`src/rtl/rv_ctrl_pkg.sv`:
```
// Shared encodings for the multicycle RV32I control unit: opcodes, FSM states,
// ALU operation classes, ALU control codes and immediate formats.
package rv_ctrl_pkg;

    localparam logic [6:0] OpLoad   = 7'b0000011;
    localparam logic [6:0] OpStore  = 7'b0100011;
    localparam logic [6:0] OpRtype  = 7'b0110011;
    localparam logic [6:0] OpItype  = 7'b0010011;
    localparam logic [6:0] OpJal    = 7'b1101111;
    localparam logic [6:0] OpBranch = 7'b1100011;

    localparam logic [3:0] StFetch    = 4'd0;
    localparam logic [3:0] StDecode   = 4'd1;
    localparam logic [3:0] StMemAdr   = 4'd2;
    localparam logic [3:0] StMemRead  = 4'd3;
    localparam logic [3:0] StMemWb    = 4'd4;
    localparam logic [3:0] StMemWrite = 4'd5;
    localparam logic [3:0] StExecuteR = 4'd6;
    localparam logic [3:0] StAluWb    = 4'd7;
    localparam logic [3:0] StExecuteI = 4'd8;
    localparam logic [3:0] StJal      = 4'd9;
    localparam logic [3:0] StBeq      = 4'd10;
    localparam logic [3:0] StIllegal  = 4'd11;

    localparam logic [1:0] AluOpAdd   = 2'b00;
    localparam logic [1:0] AluOpSub   = 2'b01;
    localparam logic [1:0] AluOpFunct = 2'b10;

    localparam logic [2:0] AluCtlAdd = 3'b000;
    localparam logic [2:0] AluCtlSub = 3'b001;
    localparam logic [2:0] AluCtlAnd = 3'b010;
    localparam logic [2:0] AluCtlOr  = 3'b011;
    localparam logic [2:0] AluCtlSlt = 3'b101;

    localparam logic [1:0] ImmI = 2'b00;
    localparam logic [1:0] ImmS = 2'b01;
    localparam logic [1:0] ImmB = 2'b10;
    localparam logic [1:0] ImmJ = 2'b11;

    // Moore outputs of one FSM state, before the branch/zero merge.
    typedef struct packed {
        logic       pc_update;
        logic       branch;
        logic       adr_src;
        logic       mem_write;
        logic       ir_write;
        logic [1:0] result_src;
        logic [1:0] alu_src_a;
        logic [1:0] alu_src_b;
        logic       reg_write;
        logic [1:0] alu_op;
    } ctrl_t;

    function automatic logic [1:0] imm_src_decode(input logic [6:0] op);
        logic [1:0] imm;
        case (op)
            OpStore:  imm = ImmS;
            OpBranch: imm = ImmB;
            OpJal:    imm = ImmJ;
            default:  imm = ImmI;
        endcase
        return imm;
    endfunction

endpackage

```
`src/rtl/alu_decoder.sv`:
```
// Combinational ALU control decode from the FSM's aluOp class and the
// instruction's funct3 / op[5] / funct7[5] fields.
module alu_decoder
    import rv_ctrl_pkg::*;
(
    input  logic [1:0] aluOp,
    input  logic [2:0] funct3,
    input  logic       op5,
    input  logic       funct7b5,
    output logic [2:0] aluControl
);

    always_comb begin
        aluControl = AluCtlAdd;
        unique case (aluOp)
            AluOpAdd: aluControl = AluCtlAdd;
            AluOpSub: aluControl = AluCtlSub;
            AluOpFunct: begin
                case (funct3)
                    // funct7b5 only means sub for register ops; addi reuses the bit as immediate.
                    3'b000:  aluControl = (op5 && funct7b5) ? AluCtlSub : AluCtlAdd;
                    3'b010:  aluControl = AluCtlSlt;
                    3'b110:  aluControl = AluCtlOr;
                    3'b111:  aluControl = AluCtlAnd;
                    default: aluControl = AluCtlAdd;
                endcase
            end
            default: aluControl = AluCtlAdd;
        endcase
    end

endmodule

```
`src/rtl/control_fsm.sv`:
```
// Multicycle RV32I control FSM (Moore). Define RV_CTRL_ILLEGAL_TRAP_EN to trap
// unsupported opcodes in an absorbing ILLEGAL state; otherwise they run as NOPs.
module control_fsm
    import rv_ctrl_pkg::*;
(
    input  logic       clk,
    input  logic       rst,
    input  logic [6:0] op,
    input  logic [2:0] funct3,
    input  logic       funct7b5,
    input  logic       zero,
    output logic       pcWrite,
    output logic       adrSrc,
    output logic       memWrite,
    output logic       irWrite,
    output logic [1:0] resultSrc,
    output logic [1:0] aluSrcA,
    output logic [1:0] aluSrcB,
    output logic       regWrite,
    output logic [1:0] immSrc,
    output logic [2:0] aluControl,
    output logic       illegal,
    output logic [3:0] state
);

    logic [3:0] state_q, state_d;
    ctrl_t      ctl;

    always_comb begin
        state_d = StFetch;
        unique case (state_q)
            StFetch: state_d = StDecode;
            StDecode: begin
                case (op)
                    OpLoad, OpStore: state_d = StMemAdr;
                    OpRtype:         state_d = StExecuteR;
                    OpItype:         state_d = StExecuteI;
                    OpJal:           state_d = StJal;
                    OpBranch:        state_d = StBeq;
`ifdef RV_CTRL_ILLEGAL_TRAP_EN
                    default:         state_d = StIllegal;
`else
                    default:         state_d = StFetch;
`endif
                endcase
            end
            StMemAdr:   state_d = (op == OpStore) ? StMemWrite : StMemRead;
            StMemRead:  state_d = StMemWb;
            StMemWb:    state_d = StFetch;
            StMemWrite: state_d = StFetch;
            StExecuteR: state_d = StAluWb;
            StExecuteI: state_d = StAluWb;
            StJal:      state_d = StAluWb;
            StAluWb:    state_d = StFetch;
            StBeq:      state_d = StFetch;
`ifdef RV_CTRL_ILLEGAL_TRAP_EN
            StIllegal:  state_d = StIllegal;
`else
            StIllegal:  state_d = StFetch;
`endif
            default:    state_d = StFetch;
        endcase
    end

    always_ff @(posedge clk or posedge rst) begin
        if (rst) begin
            state_q <= StFetch;
        end else begin
            state_q <= state_d;
        end
    end

    always_comb begin
        ctl = '0;
        unique case (state_q)
            StFetch: begin
                ctl.ir_write   = 1'b1;
                ctl.alu_src_b  = 2'b10;
                ctl.result_src = 2'b10;
                ctl.pc_update  = 1'b1;
            end
            StDecode: begin
                ctl.alu_src_a = 2'b01;
                ctl.alu_src_b = 2'b01;
            end
            StMemAdr: begin
                ctl.alu_src_a = 2'b10;
                ctl.alu_src_b = 2'b01;
            end
            StMemRead: ctl.adr_src = 1'b1;
            StMemWb: begin
                ctl.result_src = 2'b01;
                ctl.reg_write  = 1'b1;
            end
            StMemWrite: begin
                ctl.adr_src   = 1'b1;
                ctl.mem_write = 1'b1;
            end
            StExecuteR: begin
                ctl.alu_src_a = 2'b10;
                ctl.alu_op    = AluOpFunct;
            end
            StExecuteI: begin
                ctl.alu_src_a = 2'b10;
                ctl.alu_src_b = 2'b01;
                ctl.alu_op    = AluOpFunct;
            end
            StAluWb: ctl.reg_write = 1'b1;
            StJal: begin
                ctl.alu_src_a = 2'b01;
                ctl.alu_src_b = 2'b10;
                ctl.pc_update = 1'b1;
            end
            StBeq: begin
                ctl.alu_src_a = 2'b10;
                ctl.alu_op    = AluOpSub;
                ctl.branch    = 1'b1;
            end
            default: ctl = '0;
        endcase
    end

    alu_decoder u_alu_decoder (
        .aluOp      (ctl.alu_op),
        .funct3     (funct3),
        .op5        (op[5]),
        .funct7b5   (funct7b5),
        .aluControl (aluControl)
    );

    // zero comes from the ALU in the same cycle, so the branch term stays combinational.
    assign pcWrite   = ctl.pc_update | (ctl.branch & zero);
    assign adrSrc    = ctl.adr_src;
    assign memWrite  = ctl.mem_write;
    assign irWrite   = ctl.ir_write;
    assign resultSrc = ctl.result_src;
    assign aluSrcA   = ctl.alu_src_a;
    assign aluSrcB   = ctl.alu_src_b;
    assign regWrite  = ctl.reg_write;
    assign immSrc    = imm_src_decode(op);
    assign state     = state_q;

`ifdef RV_CTRL_ILLEGAL_TRAP_EN
    assign illegal = (state_q == StIllegal);
`else
    assign illegal = 1'b0;
`endif

endmodule

```
`config.mk`:
```
export PLATFORM = sky130hd
export DESIGN_NAME = control_fsm
export DESIGN_NICKNAME = d
export VERILOG_FILES = /design/src/rtl/rv_ctrl_pkg.sv /design/src/rtl/alu_decoder.sv /design/src/rtl/control_fsm.sv
export SDC_FILE = /design/constraint.sdc
export NUM_CORES = 1
export LEC_CHECK = 0
export BUFFER_PORTS_ARGS = -buffer_cell sky130_fd_sc_hd__buf_2
export CAP_MARGIN = 20
export CELL_PAD_IN_SITES_DETAIL_PLACEMENT = 0
export CELL_PAD_IN_SITES_GLOBAL_PLACEMENT = 2
export CORE_ASPECT_RATIO = 0.5
export CORE_MARGIN = 5
export CORE_UTILIZATION = 22
export DETAILED_ROUTE_END_ITERATION = 8
export PLACE_DENSITY = 0.89
export SETUP_SLACK_MARGIN = 0.15
export SKIP_CTS_REPAIR_TIMING = 1
export SLEW_MARGIN = 20
export SYNTH_ARGS = -nofsm -noshare
export SYNTH_HDL_FRONTEND = slang
export SYNTH_HIERARCHICAL = 1
export SYNTH_SLANG_ARGS = --single-unit
```
`constraint.sdc`:
```
create_clock -name clk -period 2.4 [get_ports clk]
set_clock_uncertainty 0.1 [all_clocks]
set_input_delay 0.48 -clock clk [delete_from_list [all_inputs] [get_ports clk]]
set_output_delay 0.48 -clock clk [all_outputs]
set_load 0.02 [all_outputs]
```
# ---- Yosys cells after proc, flatten, opt, wreduce, memory -nomap -nowiden
# Index checks and enable logic that the tools add are counted.
dict set report totals {
  elab_cells 53
  regBits 4
  output_inout_bits 21
}
dict set report classes {
  reduce_logical 12
  muxes 17
  eq_ne 21
  bitwise_logic 2
}
# cell count
set op_table {}
lappend op_table {{$pmux 4 s5} 2}
lappend op_table {{$eq 4x3->1 const B} 4}
lappend op_table {{$pmux 2 s2} 4}
lappend op_table {{$eq 7x6->1 const B} 2}
lappend op_table {{$eq 7x7->1 const B} 2}
lappend op_table {{$eq 4x4->1 const B} 3}
lappend op_table {{$pmux 3 s4} 1}
lappend op_table {{$reduce_or 2->1} 6}
lappend op_table {{$eq 4x2->1 const B} 2}
lappend op_table {{$eq 7x2->1 const B} 1}
lappend op_table {{$eq 7x5->1 const B} 1}
lappend op_table {{$mux 1} 7}
lappend op_table {{$eq 3x3->1 const B} 2}
lappend op_table {{$pmux 2 s3} 1}
lappend op_table {{$pmux 3 s2} 1}
lappend op_table {{$reduce_or 3->1} 2}
lappend op_table {{$eq 4x1->1 const B} 1}
lappend op_table {{$logic_not 4->1} 1}
lappend op_table {{$reduce_or 4->1} 1}
lappend op_table {{$eq 3x2->1 const B} 1}
lappend op_table {{$logic_not 3->1} 1}
lappend op_table {{$mux 3} 1}
lappend op_table {{$eq 2x1->1 const B} 1}
lappend op_table {{$eq 2x2->1 const B} 1}
lappend op_table {{other kinds (3)} 3}

# ---- Longest topological paths before layout
dict set report depth {
  ltp_word 5
  depth_mapped 8
}

# ---- Hierarchy
# Netlist, hierarchy kept.
# module seq_area_each_um2 cells_each instances area_each_um2
set modules_own_cells {}
lappend modules_own_cells {control_fsm 100.1 72 1 530.5}
lappend modules_own_cells {alu_decoder 0.0 11 1 96.3}

# ---- Worst setup path after synthesis
# OpenSTA, ideal clock, no wires.
dict set report synth_path {
  path_kind {flip-flop to output port}
  startpoint {register state_q[3] (netlist: state[3])}
  endpoint {output aluControl[2]}
  t_arrival_ns 2.346
  path_stages_with_launch 7
  setup_slack_ns -0.526
  cell_sequence {dfrtp_1 > buf_2 > inv_1 > nor4b_1 > inv_1 > ha_1 > nor4b_1}
}
# item line
set synth_rtl {}
lappend synth_rtl {{from (decl)} control_fsm.sv:26} ;# logic [3:0] state_q, state_d;
lappend synth_rtl {{from (signal assigned)} control_fsm.sv:67} ;# state_q <= StFetch;
lappend synth_rtl {{from (signal assigned)} control_fsm.sv:69} ;# state_q <= state_d;
lappend synth_rtl {{to (decl)} control_fsm.sv:21} ;# output logic [2:0] aluControl,

==> qor.json <==
{
  "placed_design": {
    "placement.io_buffers": 33,
    "dp_hpwl_mm": 1.43,
    "dpl_cell_area_um2": 850,
    "preCtsSetupSlack_ns": 0.0535,
    "place.detailed.instances": 148,
    "finalWeightedCongestion": 0.716
  },
  "logic_synthesis": {
    "ys_ff_latch": 4,
    "synth_fp_nets": 99,
    "synth_top_area_cell": "sky130_fd_sc_hd__dfrtp_1",
    "synth_sequential_area_ratio_pct": 16.0,
    "syn-mean-instance-area_um2": 7.55,
    "synth.yosys.warnings": 6,
    "ys_types": 41,
    "netlist.area_leader.share_pct": 16.0,
    "syn-cell-area_um2": 627,
    "largest_cells_by_area_after_synthesis": "sky130_fd_sc_hd__dfrtp_1 (16%), sky130_fd_sc_hd__buf_4 (8.4%), sky130_fd_sc_hd__nor2_1 (4.8%), sky130_fd_sc_hd__inv_1 (4.2%), sky130_fd_sc_hd__nor4b_1 (4.2%)",
    "netlist_instances": 83
  },
  "setup_path": {
    "cp-start-kind": "flop",
    "cp-end-kind": "output port",
    "worstSetupPathType": "reg -> out",
    "timing.critical_path.fanout_max": 4,
    "worst-path-buf-inv": 1,
    "arrival_time_worst_endpoint_ns": 1.87,
    "critical-path-slowest-cell": "sky130_fd_sc_hd__dfrtp_1",
    "critical_path.cell_chain": "or3_4 -> a21oi_4 -> ha_4 -> nor4b_4 -> buf_4",
    "worst_path_dominant_cell_family": "simple AND/OR/NAND/NOR gates",
    "slowest_delay_ns": 0.41,
    "critical_path_required_ns": 1.82
  },
  "cells_and_area": {
    "postLayoutCellArea_um2": 956,
    "post_layout_nonfiller_instances": 154,
    "flip_flop_count_of_the_largest_register_all_copies_and_words_added": 4,
    "area_growth_pct": 52.5,
    "antenna-diode-count": 0,
    "fraction_of_final_layout_cells_sized_beyond_drive_strength_1_pct": 50.4,
    "fin_nets": 134,
    "n_fill_cell": 293,
    "multi_input_combinational_cell_area_um2": 474,
    "area.sequential_um2": 101
  },
  "cts": {
    "tritoncts_clock_tree": "built",
    "cts_max_level": 1,
    "clockRootBuffer": "sky130_fd_sc_hd__clkbuf_8",
    "numCtsBuffers": 3,
    "cts_max_path_buffers": 2,
    "clock_sinks": 4,
    "clkSlewWorstSetupHoldPaths_ns": 0.04,
    "worst_skew_pair.late_latency_ns": 0.22
  },
  "floorplan": {
    "ios": 35,
    "initial_standard_cell_utilization_of_the_core_pct": 23.6,
    "dieHeight_um": 47.7,
    "core_area_um2": 2650,
    "chipWidth_um": 85.5,
    "num_rows": 13,
    "design.die.area_um2": 4080
  },
  "timing": {
    "hold-worst-slack_ns": 0.0369,
    "rsz0062_at_grt": "yes",
    "final.min_clock_period_ns": 2.45,
    "timing.fmax_mhz": 407,
    "relative_max_transition_margin_pct": 67.4,
    "worst_pin_slew_ns": 0.483,
    "final_min_period_over_clock_period_pct": 102,
    "number_of_failing_hold_endpoints_at_the_final_stage": 0,
    "total_setup_violations_reported_at_the_end_of_the_flow": 3,
    "final_critical_path_setup_slack_ns": -0.0549,
    "slew_violations": 0
  },
  "global_routing": {
    "grt_use_met2_pct": 15.7,
    "via_count_of_the_first_global_routing_pass": 614,
    "grt_pass1_wl_mm": 2.79,
    "grt.met1_usage_pct": 10.6,
    "grt_remaining_overflow": 0,
    "global_route.peak_usage_layer": "met2",
    "globalRouteMet3Util_pct": 2.23,
    "initial_antenna_violation_count": 0,
    "track_usage_pct": 8.72,
    "maximum_number_of_pins_on_one_net_before_global_route_repair": 17
  },
  "power": {
    "total_leakage_power_nw": 0.467,
    "power_density_over_cell_area_nw_per_um2": 715,
    "ir_drop_mv": 0.235,
    "finalPower_mw": 0.684
  },
  "routing": {
    "totalWireLength_mm": 1.82,
    "via_count": 667,
    "detailedRoute.firstIterationViolations": 33,
    "route.detailed.wl_per_inst_um": 11.8,
    "drtPass1Iterations": 4,
    "drc_errors": 0,
    "ant_nets": 0,
    "viasPerCell": 4.33
  },
  "run_status": {
    "outcome": "finished with violations",
    "failed_checks": "negative setup slack"
  },
  "flow_run": {
    "timing.max_cap.violations": 0
  },
  "hold_path": {
    "hold_class": "in -> async"
  }
}
[layout by cell type (no fill, tap or decap), types with 2 or more instances in the layout]
master                      n
sky130_fd_sc_hd__nor3b_1    2
sky130_fd_sc_hd__buf_6      2
sky130_fd_sc_hd__nor3_1     2
sky130_fd_sc_hd__nand2b_1   2
sky130_fd_sc_hd__dfrtp_1    3
sky130_fd_sc_hd__buf_2     30
sky130_fd_sc_hd__xor2_1     3
sky130_fd_sc_hd__nor2_1     7
sky130_fd_sc_hd__inv_1      6
sky130_fd_sc_hd__nand2_1    2
sky130_fd_sc_hd__clkbuf_8   3
sky130_fd_sc_hd__buf_4     12
sky130_fd_sc_hd__nand3_1    5
sky130_fd_sc_hd__o21ai_0    4
[Yosys cell counts]
cell type	count
sky130_fd_sc_hd__and4b_1	1
sky130_fd_sc_hd__nor3b_1	2
sky130_fd_sc_hd__nand2_1	2
sky130_fd_sc_hd__nand2b_4	1
sky130_fd_sc_hd__a21oi_1	2
sky130_fd_sc_hd__nor4b_1	3
sky130_fd_sc_hd__ha_1	2
sky130_fd_sc_hd__a21o_1	1
sky130_fd_sc_hd__o31a_1	1
sky130_fd_sc_hd__xor2_1	3
sky130_fd_sc_hd__a41oi_1	1
sky130_fd_sc_hd__nand3_1	5
sky130_fd_sc_hd__xnor2_1	1
sky130_fd_sc_hd__or3_1	1
sky130_fd_sc_hd__o21ai_0	4
sky130_fd_sc_hd__nor2_1	8
sky130_fd_sc_hd__nand4_1	1
sky130_fd_sc_hd__buf_6	1
sky130_fd_sc_hd__clkbuf_2	1
sky130_fd_sc_hd__nor3_1	2
sky130_fd_sc_hd__nand2b_1	2
sky130_fd_sc_hd__conb_1	1
sky130_fd_sc_hd__nor4bb_1	1
sky130_fd_sc_hd__dfrtp_1	4
sky130_fd_sc_hd__or4b_4	1
sky130_fd_sc_hd__a211oi_1	1
sky130_fd_sc_hd__inv_1	7
sky130_fd_sc_hd__nand3b_1	1
sky130_fd_sc_hd__buf_4	7
sky130_fd_sc_hd__a31oi_1	1
sky130_fd_sc_hd__o31ai_1	1
sky130_fd_sc_hd__buf_2	2
sky130_fd_sc_hd__a2111o_1	1
sky130_fd_sc_hd__nand4bb_1	1
sky130_fd_sc_hd__a221oi_2	1
sky130_fd_sc_hd__and3_1	1
sky130_fd_sc_hd__clkbuf_1	3
sky130_fd_sc_hd__o41ai_1	1
sky130_fd_sc_hd__and4b_2	1
sky130_fd_sc_hd__nor2b_1	1
sky130_fd_sc_hd__nor4_1	1
[final timing paths]
| check | depth (start not counted) | from | slack [ns] | to |
|---|---|---|---|---|
| max | 5 | state[2] | -0.05 | aluControl[2] |
| min | 2 | rst | 0.04 | state[1] |
| max reg2reg | 5 | state[1] | 0.56 | state[1] |
| min reg2reg | 3 | state[1] | 0.62 | state[1] |
| max in group asynchronous | 2 | rst | 2.00 | state[3] |
| min in group clk | 3 | op[4] | 0.48 | state[3] |
[per-layer routing]
layer / share of wire [%] / wire length, µm
met3: 4.0 / 72
met1: 46 / 834
met4: 0 / 0
met5: 0 / 0
met2: 50 / 915
[final cells by class]
type	count	area share (%)
inverter	7	2.75
tap	37	4.84
clock buffer	4	4.71
timing repair buffer	44	27.5
sequential	4	10.6
multi-input combinational	58	49.6
[report_power, final]
group,internal [mW],switching [mW]
clock network,0.113,0.0353
logic,0.169,0.275
registers,0.0814,0.00996
total,0.364,0.320
[logic make-up after synthesis]
| group | after synthesis | share of synthesized area, % |
|---|---|---|
| compound gates | 15 | 17.8 |
| xor+xnor | 4 | 5.59 |
| fa+ha+maj | 2 | 3.99 |
| buf+inv | 21 | 18.6 |
| flops | 4 | 16.0 |
| other cells | 1 | 0.598 |
| simple gates | 36 | 37.5 |
[through the flow]
step	utilization [%]	setup TNS, ns
floorplan	-	-0.162
global placement	32.0	0
detailed placement	32.0	0
CTS	33.7	-0.517
global route	36.1	-0.389
finish	36.1	-0.114
Note: power is estimated with default switching activity, not from simulation.
